==> src/rtl/decode_stage.sv <==
// RV32I decode stage: classifies the incoming word, extracts fields and the immediate,
// and holds the result in a one-deep valid/ready register with load-use stall insertion.
module decode_stage #(
  parameter int IMM_W     = 32,
  parameter bit W_OPS     = 1'b0,
  parameter bit HAZARD_EN = 1'b1
) (
  input  logic             clk,
  input  logic             rst,
  input  logic             in_valid,
  output logic             in_ready,
  input  logic [31:0]      inst,
  input  logic [31:0]      pc,
  input  logic             flush,
  output logic             out_valid,
  input  logic             out_ready,
  output logic [31:0]      pc_out,
  output logic [2:0]       type_out,
  output logic [4:0]       rs1,
  output logic [4:0]       rs2,
  output logic [4:0]       rd,
  output logic [2:0]       funct3,
  output logic [6:0]       funct7,
  output logic [IMM_W-1:0] imm,
  output logic             reg_write,
  output logic             mem_read,
  output logic             mem_write,
  output logic             branch,
  output logic             jump,
  output logic             alu_src_imm,
  output logic             illegal
);

  typedef enum logic [2:0] {
    T_R   = 3'd0,
    T_I   = 3'd1,
    T_S   = 3'd2,
    T_SB  = 3'd3,
    T_UJ  = 3'd4,
    T_U   = 3'd5,
    T_ILL = 3'd7
  } inst_type_e;

  localparam logic [6:0] OP_LOAD   = 7'b0000011;
  localparam logic [6:0] OP_IMM    = 7'b0010011;
  localparam logic [6:0] OP_JALR   = 7'b1100111;
  localparam logic [6:0] OP_FENCE  = 7'b0001111;
  localparam logic [6:0] OP_SYSTEM = 7'b1110011;
  localparam logic [6:0] OP_IMM32  = 7'b0011011;
  localparam logic [6:0] OP_REG    = 7'b0110011;
  localparam logic [6:0] OP_REG32  = 7'b0111011;
  localparam logic [6:0] OP_STORE  = 7'b0100011;
  localparam logic [6:0] OP_BRANCH = 7'b1100011;
  localparam logic [6:0] OP_JAL    = 7'b1101111;
  localparam logic [6:0] OP_LUI    = 7'b0110111;
  localparam logic [6:0] OP_AUIPC  = 7'b0010111;

  logic [6:0]       opcode;
  inst_type_e       type_next;
  logic             is_r, is_i, is_s, is_sb, is_uj, is_u, is_ill;
  logic             uses_rs1, uses_rs2;
  logic [31:0]      imm32;
  logic [IMM_W-1:0] imm_next;
  logic [4:0]       rs1_next, rs2_next, rd_next;
  logic [2:0]       funct3_next;
  logic [6:0]       funct7_next;
  logic             reg_write_next, mem_read_next, mem_write_next;
  logic             branch_next, jump_next, alu_src_imm_next;
  logic             hazard, accept;

  logic             out_valid_reg;
  logic             ld_valid_reg;
  logic [4:0]       ld_rd_reg;
  logic [31:0]      pc_reg;
  logic [2:0]       type_reg;
  logic [4:0]       rs1_reg, rs2_reg, rd_reg;
  logic [2:0]       funct3_reg;
  logic [6:0]       funct7_reg;
  logic [IMM_W-1:0] imm_reg;
  logic             reg_write_reg, mem_read_reg, mem_write_reg;
  logic             branch_reg, jump_reg, alu_src_imm_reg, illegal_reg;

  assign opcode = inst[6:0];

  always_comb begin
    type_next = T_ILL;
    if (inst[1:0] == 2'b11) begin
      case (opcode)
        OP_REG:                                        type_next = T_R;
        OP_REG32:                                      type_next = W_OPS ? T_R : T_ILL;
        OP_LOAD, OP_IMM, OP_JALR, OP_FENCE, OP_SYSTEM: type_next = T_I;
        OP_IMM32:                                      type_next = W_OPS ? T_I : T_ILL;
        OP_STORE:                                      type_next = T_S;
        OP_BRANCH:                                     type_next = T_SB;
        OP_JAL:                                        type_next = T_UJ;
        OP_LUI, OP_AUIPC:                              type_next = T_U;
        default:                                       type_next = T_ILL;
      endcase
    end
  end

  assign is_r   = (type_next == T_R);
  assign is_i   = (type_next == T_I);
  assign is_s   = (type_next == T_S);
  assign is_sb  = (type_next == T_SB);
  assign is_uj  = (type_next == T_UJ);
  assign is_u   = (type_next == T_U);
  assign is_ill = (type_next == T_ILL);

  assign uses_rs1 = is_r | is_i | is_s | is_sb;
  assign uses_rs2 = is_r | is_s | is_sb;

  always_comb begin
    imm32 = '0;
    case (type_next)
      T_I:     imm32 = {{20{inst[31]}}, inst[31:20]};
      T_S:     imm32 = {{20{inst[31]}}, inst[31:25], inst[11:7]};
      T_SB:    imm32 = {{19{inst[31]}}, inst[31], inst[7], inst[30:25], inst[11:8], 1'b0};
      T_U:     imm32 = {inst[31:12], 12'b0};
      T_UJ:    imm32 = {{11{inst[31]}}, inst[31], inst[19:12], inst[20], inst[30:21], 1'b0};
      default: imm32 = '0;
    endcase
  end

  assign imm_next = IMM_W'($signed(imm32));

  // U/UJ formats carry no funct3 field, so it is reported as zero for them.
  assign rs1_next    = uses_rs1 ? inst[19:15] : 5'd0;
  assign rs2_next    = uses_rs2 ? inst[24:20] : 5'd0;
  assign rd_next     = (is_r | is_i | is_u | is_uj) ? inst[11:7] : 5'd0;
  assign funct3_next = uses_rs1 ? inst[14:12] : 3'd0;
  assign funct7_next = is_r ? inst[31:25] : 7'd0;

  assign reg_write_next   = (is_r | is_i | is_u | is_uj) && (opcode != OP_FENCE);
  assign mem_read_next    = is_i && (opcode == OP_LOAD);
  assign mem_write_next   = is_s;
  assign branch_next      = is_sb;
  assign jump_next        = is_uj | (is_i && (opcode == OP_JALR));
  assign alu_src_imm_next = is_i | is_s | is_u | is_uj;

  // Source indices are compared straight from the instruction word, gated by usage.
  logic [1:0]      src_uses;
  logic [1:0][4:0] src_idx;
  logic [1:0]      src_hit;

  assign src_uses = {uses_rs2, uses_rs1};
  assign src_idx  = {inst[24:20], inst[19:15]};

  generate
    for (genvar gi = 0; gi < 2; gi++) begin : g_src_cmp
      assign src_hit[gi] = src_uses[gi] && (src_idx[gi] == ld_rd_reg);
    end
  endgenerate

  assign hazard   = HAZARD_EN && ld_valid_reg && in_valid && (|src_hit);
  assign in_ready = !flush && !hazard && (!out_valid_reg || out_ready);
  assign accept   = in_valid && in_ready;

  always_ff @(posedge clk or posedge rst) begin
    if (rst) begin
      out_valid_reg   <= 1'b0;
      ld_valid_reg    <= 1'b0;
      ld_rd_reg       <= '0;
      pc_reg          <= '0;
      type_reg        <= '0;
      rs1_reg         <= '0;
      rs2_reg         <= '0;
      rd_reg          <= '0;
      funct3_reg      <= '0;
      funct7_reg      <= '0;
      imm_reg         <= '0;
      reg_write_reg   <= 1'b0;
      mem_read_reg    <= 1'b0;
      mem_write_reg   <= 1'b0;
      branch_reg      <= 1'b0;
      jump_reg        <= 1'b0;
      alu_src_imm_reg <= 1'b0;
      illegal_reg     <= 1'b0;
    end else if (flush) begin
      out_valid_reg <= 1'b0;
      ld_valid_reg  <= 1'b0;
    end else if (accept) begin
      out_valid_reg   <= 1'b1;
      ld_valid_reg    <= mem_read_next && (rd_next != 5'd0);
      ld_rd_reg       <= rd_next;
      pc_reg          <= pc;
      type_reg        <= type_next;
      rs1_reg         <= rs1_next;
      rs2_reg         <= rs2_next;
      rd_reg          <= rd_next;
      funct3_reg      <= funct3_next;
      funct7_reg      <= funct7_next;
      imm_reg         <= imm_next;
      reg_write_reg   <= reg_write_next;
      mem_read_reg    <= mem_read_next;
      mem_write_reg   <= mem_write_next;
      branch_reg      <= branch_next;
      jump_reg        <= jump_next;
      alu_src_imm_reg <= alu_src_imm_next;
      illegal_reg     <= is_ill;
    end else if (out_valid_reg && out_ready) begin
      out_valid_reg <= 1'b0;
      ld_valid_reg  <= 1'b0;
    end
  end

  assign out_valid   = out_valid_reg;
  assign pc_out      = pc_reg;
  assign type_out    = type_reg;
  assign rs1         = rs1_reg;
  assign rs2         = rs2_reg;
  assign rd          = rd_reg;
  assign funct3      = funct3_reg;
  assign funct7      = funct7_reg;
  assign imm         = imm_reg;
  assign reg_write   = reg_write_reg;
  assign mem_read    = mem_read_reg;
  assign mem_write   = mem_write_reg;
  assign branch      = branch_reg;
  assign jump        = jump_reg;
  assign alu_src_imm = alu_src_imm_reg;
  assign illegal     = illegal_reg;

endmodule

==> config.mk <==
export PLATFORM = sky130hd
export DESIGN_NAME = decode_stage
export DESIGN_NICKNAME = d
export VERILOG_FILES = /design/src/rtl/decode_stage.sv
export SDC_FILE = /design/constraint.sdc
export NUM_CORES = 1
export LEC_CHECK = 0
export CAP_MARGIN = 20
export CORE_MARGIN = 3
export CORE_UTILIZATION = 40
export DETAILED_ROUTE_END_ITERATION = 10
export PLACE_DENSITY = 0.85
export RECOVER_POWER = 50
export SETUP_SLACK_MARGIN = 0.15
export SYNTH_ARGS = -nofsm -noshare
export SYNTH_HDL_FRONTEND = slang
export SYNTH_SLANG_ARGS = --single-unit
==> constraint.sdc <==
create_clock -name clk -period 3.2 [get_ports clk]
set_clock_uncertainty 0.1 [all_clocks]
set_input_delay 0.64 -clock clk [delete_from_list [all_inputs] [get_ports clk]]
set_output_delay 0.64 -clock clk [all_outputs]
set_load 0.01 [all_outputs]
# After elaboration in Yosys (flattened, before gate mapping)

Cells that the tools add are included.

Input bits: 69
Memories: 0
Bits in registers: 101
Word-level logic and storage cells: 86
RAM bits: 0
Latch bits: 0
Output and inout port bits: 101
Memory bits (read-only): 0

Reduce and logical (&&, ||, !) cells: 23
Bitwise gates (word level): 12
Multiplexer cells: 13
Shift-type cells: 0
$add $sub $neg: 0
Magnitude comparators: 0
Multipliers: 0
Equality and inequality tests: 21
Divide/modulo/power cells: 0

Operator list:

| kind                 | count |
|---|---|
| $pmux W32 S5         | 1 |
| $eq A7 B7 Y1 const B | 4 |
| $eq A7 B6 Y1 const B | 3 |
| $pmux W3 S6          | 1 |
| $mux W5              | 3 |
| $eq A7 B5 Y1 const B | 2 |
| $logic_and A1 B1 Y1  | 12 |
| $or A1 B1 Y1         | 11 |
| $eq A5 B5 Y1         | 2 |
| $eq A3 B3 Y1 const B | 3 |
| $eq A7 B2 Y1 const B | 1 |
| $eq A7 B4 Y1 const B | 1 |
| $mux W7              | 1 |
| $ne A7 B4 Y1 const B | 1 |
| $eq A3 B2 Y1 const B | 2 |
| $mux W3              | 2 |
| $mux W1              | 5 |
| $reduce_bool A5 Y1   | 1 |
| $reduce_or A5 Y1     | 1 |
| $reduce_or A2 Y1     | 2 |
| $eq A3 B1 Y1 const B | 1 |
| $logic_not A1 Y1     | 3 |
| $logic_not A3 Y1     | 1 |
| $reduce_bool A3 Y1   | 1 |
| other kinds (4)      | 4 |

# Longest topological paths before layout

Gate-level depths: netlist (run 1).

Depth in word-level cells: 17
Depth in mapped cells: 10
Depth with buffers taken out: 6

# Least setup slack after synthesis (run 1)

Ideal clock, no wire load.

Kind: input port to output port
Start: input inst[5]
End: output in_ready
Slack: 0.618 ns
Buffers on the path: 2
Data required time: 2.460 ns
Arrival: 1.842 ns
Cell stages on the path: 7
Cell sequence: buf_6 or2_2 o21ai_0 a22o_1 buf_2 nand4_1 and2_1

Cells in the longest elaborated chain, start to end: 14
Elaborated cells on any way between the ends: 31
Those cells by class: 14 x eq/ne; 2 x mux; 5 x bitwise; 10 x reduce/logical

RTL lines:

| item                                                 | RTL line | source |
|---|---|---|
| start: declaration                                   | 12       | `input logic [31:0] inst,` |
| $eq A7 B2 Y1 (tied with other cells)                 | 88       | `case (opcode)` |
| $reduce_or A5 Y1 or $reduce_or A2 Y1 (tied branches) | 88       |  |
| $pmux W3 S6 *                                        | 88       |  |
| $mux W3 *                                            | 87       | `if (inst[1:0] == 2'b11) begin` |
| $eq A3 B1 Y1 or $logic_not A3 Y1 (tied branches)     | 103, 102 |  |
| $or A1 B1 Y1 (3 in a row)                            | 110      | `assign uses_rs1 = is_r \| is_i \| is_s \| is_sb;` |
| $logic_and A1 B1 Y1                                  | 151      | `assign src_hit[gi] = src_uses[gi] && (src_idx[gi] == ld_rd_reg);` |
| $reduce_or A2 Y1 *                                   | 155      | `assign hazard = HAZARD_EN && ld_valid_reg && in_valid && (\|src_hit);` |
| $logic_and A1 B1 Y1 *                                | 155      |  |
| $logic_not A1 Y1 *                                   | 156      | `assign in_ready = !flush && !hazard && (!out_valid_reg \|\| out_ready);` |
| $logic_and A1 B1 Y1 * (2 in a row)                   | 156      |  |
| end: declaration                                     | 11       | `output logic in_ready,` |

Mark *: on every way between the ends. The rest lies on a longest branch, timed or not.

# Worst setup path after layout (run 1)

Start: input inst[15]
End: output in_ready

Cells in the longest elaborated chain, start to end: 7

RTL lines:

| item                             | RTL line |
|---|---|
| $eq A5 B5 Y1                     | 151 |
| $logic_and A1 B1 Y1              | 151 |
| $reduce_or A2 Y1                 | 155 |
| $logic_and A1 B1 Y1              | 155 |
| $logic_not A1 Y1                 | 156 |
| $logic_and A1 B1 Y1 (2 in a row) | 156 |

Every way passes these cells.

==> results of run 1 <==
## critical path: stages
cell             delay [ps]
clkdlybuf4s50_1         450
xnor2_1                 220
nand3_2                 160
o22ai_2                 210
nand4_1                 140
and2_1                  190
dlygate4sd2_1           280
## metal layers
layer	track usage, %	wire length [µm]
met1	28.4	5510
met2	37.9	7080
met3	4.55	989
met4	5.77	146
met5	0	0
## logic make-up (layout without fill, tap and decap cells)
group	Yosys count	in the layout	share of synthesized area (%)
multiplexers	34	34	8.38
XOR/XNOR	10	10	1.92
AND/OR/NAND/NOR	147	147	14.1
buffers and inverters	42	241	4.27
AO/OA/AOI/OAI	126	126	16.0
flip-flops	101	101	55.3
## how the worst min path moves through the flow
stage	cells after the start	from	to	slack [ps]
2_1_floorplan	2	funct3[0]$_DFFE_PP0P_	funct3[0]$_DFFE_PP0P_	420
3_3_place_gp	2	funct7[3]$_DFFE_PP0P_	funct7[3]$_DFFE_PP0P_	360
3_5_place_dp	2	imm[2]$_DFFE_PP0P_	imm[2]$_DFFE_PP0P_	370
4_1_cts	2	imm[2]$_DFFE_PP0P_	imm[2]$_DFFE_PP0P_	390
5_1_grt	2	branch$_DFFE_PP0P_	branch$_DFFE_PP0P_	400
6_report	2	funct7[0]$_DFFE_PP0P_	funct7[0]$_DFFE_PP0P_	380
## what timing repair did
action / 4_1_cts / 5_1_grt
endpoints found under the setup margin: 1 / 1
setup buffers: 4 / 2
endpoints found under the hold margin: 0 / 0
pin swaps: 1 / 3
gates cloned: 0 / 0
hold buffers: 0 / 0
resized for setup: 9 / 6
## where the power goes
group	internal (mW)	total, mW	switching [mW]
Clock	0.561	1.06	0.496
Combinational	0.351	0.628	0.277
Sequential	1.38	1.43	0.0521
## layout make-up
| class | instances | area, µm² |
|---|---|---|
| Sequential cell | 101 | 2530 |
| Fill cell | 875 | 3970 |
| Clock inverter | 6 | 50.0 |
| Tap cell | 140 | 175 |
| Multi-Input combinational cell | 317 | 1880 |
| Clock buffer | 10 | 239 |
| Inverter | 9 | 35.0 |
| Timing Repair Buffer | 216 | 2100 |
## cell usage after synthesis (5+ instances only)
cell type	instances	area share, %
o31ai_1	9	1.5
buf_2	6	0.66
mux2_2	31	7.6
xnor2_1	10	1.9
nor2_1	8	0.66
a21oi_1	31	3.4
inv_1	9	0.74
dfrtp_1	101	55
a22oi_1	5	0.82
o21ai_0	59	6.5
clkbuf_1	23	1.9
nand2_1	107	8.8
nand3_1	6	0.66
## layout by cell type, fill, tap and decap left out, types with 2 or more instances in the layout
cell type and instances:
o22ai_2 2, nand4b_1 3, nand3_1 5, dfrtp_1 101, buf_4 41, buf_6 2
nor2b_1 3, buf_12 4, a22oi_1 5, dlygate4sd2_1 4, a21o_1 2, clkbuf_16 9
and3_1 2, nand2_1 107, mux2_2 31, inv_1 8, mux2_1 3, o21ai_1 2
nor2_1 8, a211oi_1 4, o31ai_1 9, clkdlybuf4s50_1 111, nand3b_1 3, a31oi_1 3
dlymetal6s2s_1 3, o21ai_0 58, dlygate4sd3_1 51, inv_6 3, and2_1 3, o21a_1 3
nand2b_1 3, nand4_1 2, xnor2_1 10, a21oi_1 31
==> impl_metrics.tcl, run 1 <==
set metrics [dict create \
    avgViaCountPerCell 5.25 \
    start_kind "primary input" \
    num_io_pins 170 \
    fin_crit_ps 3020 \
    fin_crit_sh_pct 94.3 \
    port_buffers 169 \
    power.density_mw_per_mm2 444 \
    ant_nets 0 \
    setup_viol 0 \
    status "complete, no violations" \
    yosys_warnings 0 \
    start_util_pct 41.6 \
    drc 0 \
    ys_seq_elements 101 \
    power_mw 3.11 \
    wl_mm 13.7 \
    cts_sinks 101 \
    fin_util_pct 63.9 \
    hp-class "reg -> reg" \
    setup.worst_path.end_class "output port" \
    arrival_ps 2280 \
    maxCapViolCount 0 \
    grt_pass1_vias 4338 \
    worst_hold_slack_ps 376 \
    grt_max_degree 72 \
    path_clk_slew_ps 70 \
    first_iter_violations 308 \
    critical_path_required_ps 2460 \
    peakVddDrop_v 0.000271 \
    cts_buffers 9 \
    die-width_um 113 \
    dp_cells 777 \
    synthFlopType "dfrtp_1" \
    drive_above_1_share_pct 16.1 \
    cts_max_level 3 \
    firstDrtPassIters 5 \
    final_area_mm2 0.00701 \
    clockRootBuffer "clkbuf_16" \
    hpwl_mm 10.6 \
    diodes 0 \
    grt_use_total_pct 22.0 \
    yosysSeqAreaShare_pct 55.3 \
    ff2ff_setup_slack_ps 920 \
    crit_fanout 2 \
    r2r-start "rd[0]$_DFFE_PP0P_" \
    core_area_mm2 0.0110 \
    ys_types 40 \
    routed-via-count 4195 \
    grt_pass1_wl_mm 22.3 \
    maxSlewViolCount 0 \
    path_class "in -> out" \
    ff2ff_path_depth 8 \
    layout_setup_ws_ps 183 \
    startpoint "inst[15]" \
    antenna_found_initial 0 \
    p_leak_nw 3.01 \
    placed_area_mm2 0.00665 \
    max_slew.worst_pin.slew_ps 1360 \
    place_ws_ps -223 \
    async_flop_share_pct 100 \
    area_delta_synth_final_pct 53.5 \
    grt_overflow 0 \
    wl_per_cell_um 17.2 \
    r2r-end "pc_out[13]$_DFFE_PP0P_" \
    cts_tree "built" \
    syn_inst 460 \
    synthesis.nets 529 \
    clockBufferDepth 2 \
    clock_latency_ps 350 \
    setup_tns_ps 0 \
    gp_congestion 0.860 \
    fmaxAchievable_mhz 331 \
    rsz0062_at_grt "false" \
    final_nets 723 \
    fin_cells 799 \
    crit_end "in_ready" \
    synth_edf_count 0 \
    syn_area_mm2 0.00457 \
    timing_hold_violations_final 0 \
    avgSynthCellArea_um2 9.93 \
    fp-row-count 38 \
    maxSlewHeadroom_pct 8.82 \
    dieArea_mm2 0.0127 \
    die_h_um 113 \
]
No activity file was read; power rests on OpenSTA's default activity.
==> inputs of run 2 (changes only) <==
==> constraint.sdc (replaced) <==
create_clock -name clk -period 3.2 [get_ports clk]
set_clock_uncertainty 0.1 [all_clocks]
set_input_delay 0.64 -clock clk [delete_from_list [all_inputs] [get_ports clk]]
set_output_delay 0.64 -clock clk [all_outputs]
set_load 0.1 [all_outputs]
==> run 2 against run 1 <==
  * Critical path depth stayed put
  * Sequential share of layout area is 2.5 points higher
  * First-iteration DRC count is 14% lower
  * Fmax is 0.57% higher
  * Combinational power is 100% higher
  * Core utilization is 4.2 points lower
  * Power is 24% higher
  * Final cell count is 1.6% lower
  * Clock power is 10% higher
  * Global-route usage is 0.12 points lower
==> impl_metrics.tcl, run 2 (synthesis results as in run 1) <==
set metrics [dict create \
    status "complete, no violations" \
    start_util_pct 41.6 \
    drc 0 \
    crit_fanout 2 \
    fin_crit_sh_pct 93.7 \
    gp_congestion 0.871 \
    cts_buffers 9 \
    core_area_mm2 0.0110 \
    fin_crit_ps 3000 \
    crit_buf_inv 2 \
    clockBufferDepth 2 \
    avgViaCountPerCell 5.18 \
    fp-row-count 38 \
    grt_max_degree 102 \
    hold_buffers 0 \
    fin_util_pct 59.7 \
    cp_cell_sequence "clkdlybuf4s50_1 > xnor2_1 > nand3_1 > o22ai_2 > nand4_1 > and2_2 > buf_12" \
    critical_path_required_ps 2460 \
    final_nets 710 \
    cpLargestDelayFamily "buffers and inverters" \
    num_io_pins 170 \
    maxSlewViolCount 0 \
    fin_cells 786 \
    clockRootBuffer "clkbuf_16" \
    diodes 0 \
    met2WireLength_mm 6.76 \
    maxUsedRoutingLayer "met4" \
    timing_hold_violations_final 0 \
    port_buffers 169 \
    maxCapViolCount 0 \
    path_clk_slew_ps 70 \
    hpwl_mm 10.4 \
    antenna_found_initial 0 \
    wl_per_cell_um 17.6 \
    clock_latency_ps 350 \
    power.density_mw_per_mm2 590 \
    cts_tree "built" \
    grt_overflow 0 \
    cts_max_level 3 \
    startpoint "inst[20]" \
    maxSlewHeadroom_pct 8.92 \
    max_slew.worst_pin.slew_ps 1370 \
    peakVddDrop_v 0.000367 \
    first_iter_violations 266 \
    cts_sinks 101 \
    firstDrtPassIters 5 \
    slowest_stage "clkdlybuf4s50_1" \
    grt_pass1_wl_mm 22.2 \
    hp-start "illegal$_DFFE_PP0P_" \
    r2r-start "rd[0]$_DFFE_PP0P_" \
    routed-via-count 4071 \
    area_delta_synth_final_pct 43.4 \
    met1_length_mm 5.74 \
    wl_met3_um 946 \
    final_common_cell "nand2_1" \
    fmaxAchievable_mhz 333 \
    p_leak_nw 2.84 \
    die-width_um 113 \
    rsz0062_at_grt "false" \
    start_kind "primary input" \
    setup_viol 0 \
    path_class "in -> out" \
    die_h_um 113 \
    wl_mm 13.8 \
    dp_cells 770 \
    ant_nets 0 \
    drive_above_1_share_pct 22.9 \
    slowest_delay_ps 540 \
    grt_pass1_vias 4158 \
    arrival_ps 2260 \
    grt_use_total_pct 21.9 \
    setup.worst_path.end_class "output port" \
    dieArea_mm2 0.0127 \
    layout_common_cells "nand2_1, dfrtp_1, buf_4" \
    hp-class "reg -> reg" \
]
[run 2: metal layers]
| layer | global-route usage [%] | vias up |
|---|---|---|
| li1 | - | 1941 |
| met1 | 28.7 | 1960 |
| met2 | 35.3 | 146 |
| met3 | 4.65 | 24 |
| met4 | 9.21 | 0 |
| met5 | 0 | - |
[run 2: layout make-up]
class                      instances  area (µm²)
fill                             973        4430
sequential                       101        2530
multi-input combinational        317        1900
timing repair buffer             203        1590
clock buffer                       9         225
tap                              140         175
clock inverter                     7        97.6
inverter                           9        37.5
[run 2: per-stage QoR]
stage / instance area [µm²] / power [mW] / hold WS (ps) / worst slack, ps / TNS (ps)
2_1_floorplan: 4570 / 2.41 / 427 / 426 / 0
3_3_place_gp: 6380 / 2.77 / 362 / 64.4 / 0
3_5_place_dp: 6380 / 2.79 / 372 / -21.0 / -21.0
4_1_cts: 6720 / 3.97 / 388 / 151 / 0
5_1_grt: 6550 / 4.01 / 410 / 152 / 0
6_report: 6550 / 3.87 / 380 / 200 / 0
[run 2: final timing paths]
check	to	slack (ps)	cells past startpoint
min	illegal$_DFFE_PP0P_	380	2
min reg2reg	illegal$_DFFE_PP0P_	380	2
max in group asynchronous	pc_out[25]$_DFFE_PP0P_	960	3
min in group asynchronous	pc_out[4]$_DFFE_PP0P_	1170	3
max	in_ready	200	7
max reg2reg	imm[2]$_DFFE_PP0P_	990	7
[run 2: worst min-delay path: cells and delay by family (launching register included)]
family / cells / cell delay [ps]
AO/OA/AOI/OAI: 1 / 60
flip-flops: 1 / 340
AND/OR/NAND/NOR: 1 / 50
[run 2: power by group]
part           internal, mW  switching [mW]
clock                 0.688           0.483
combinational         0.276           0.991
sequential             1.38          0.0551
[run 2: what timing repair did]
| action | CTS | global route |
|---|---|---|
| hold endpoints to repair | 0 | 0 |
| endpoints found under the setup margin | 1 | 1 |
| pin swaps | 0 | 4 |
| setup buffers | 0 | 0 |
| resized for setup | 8 | 7 |
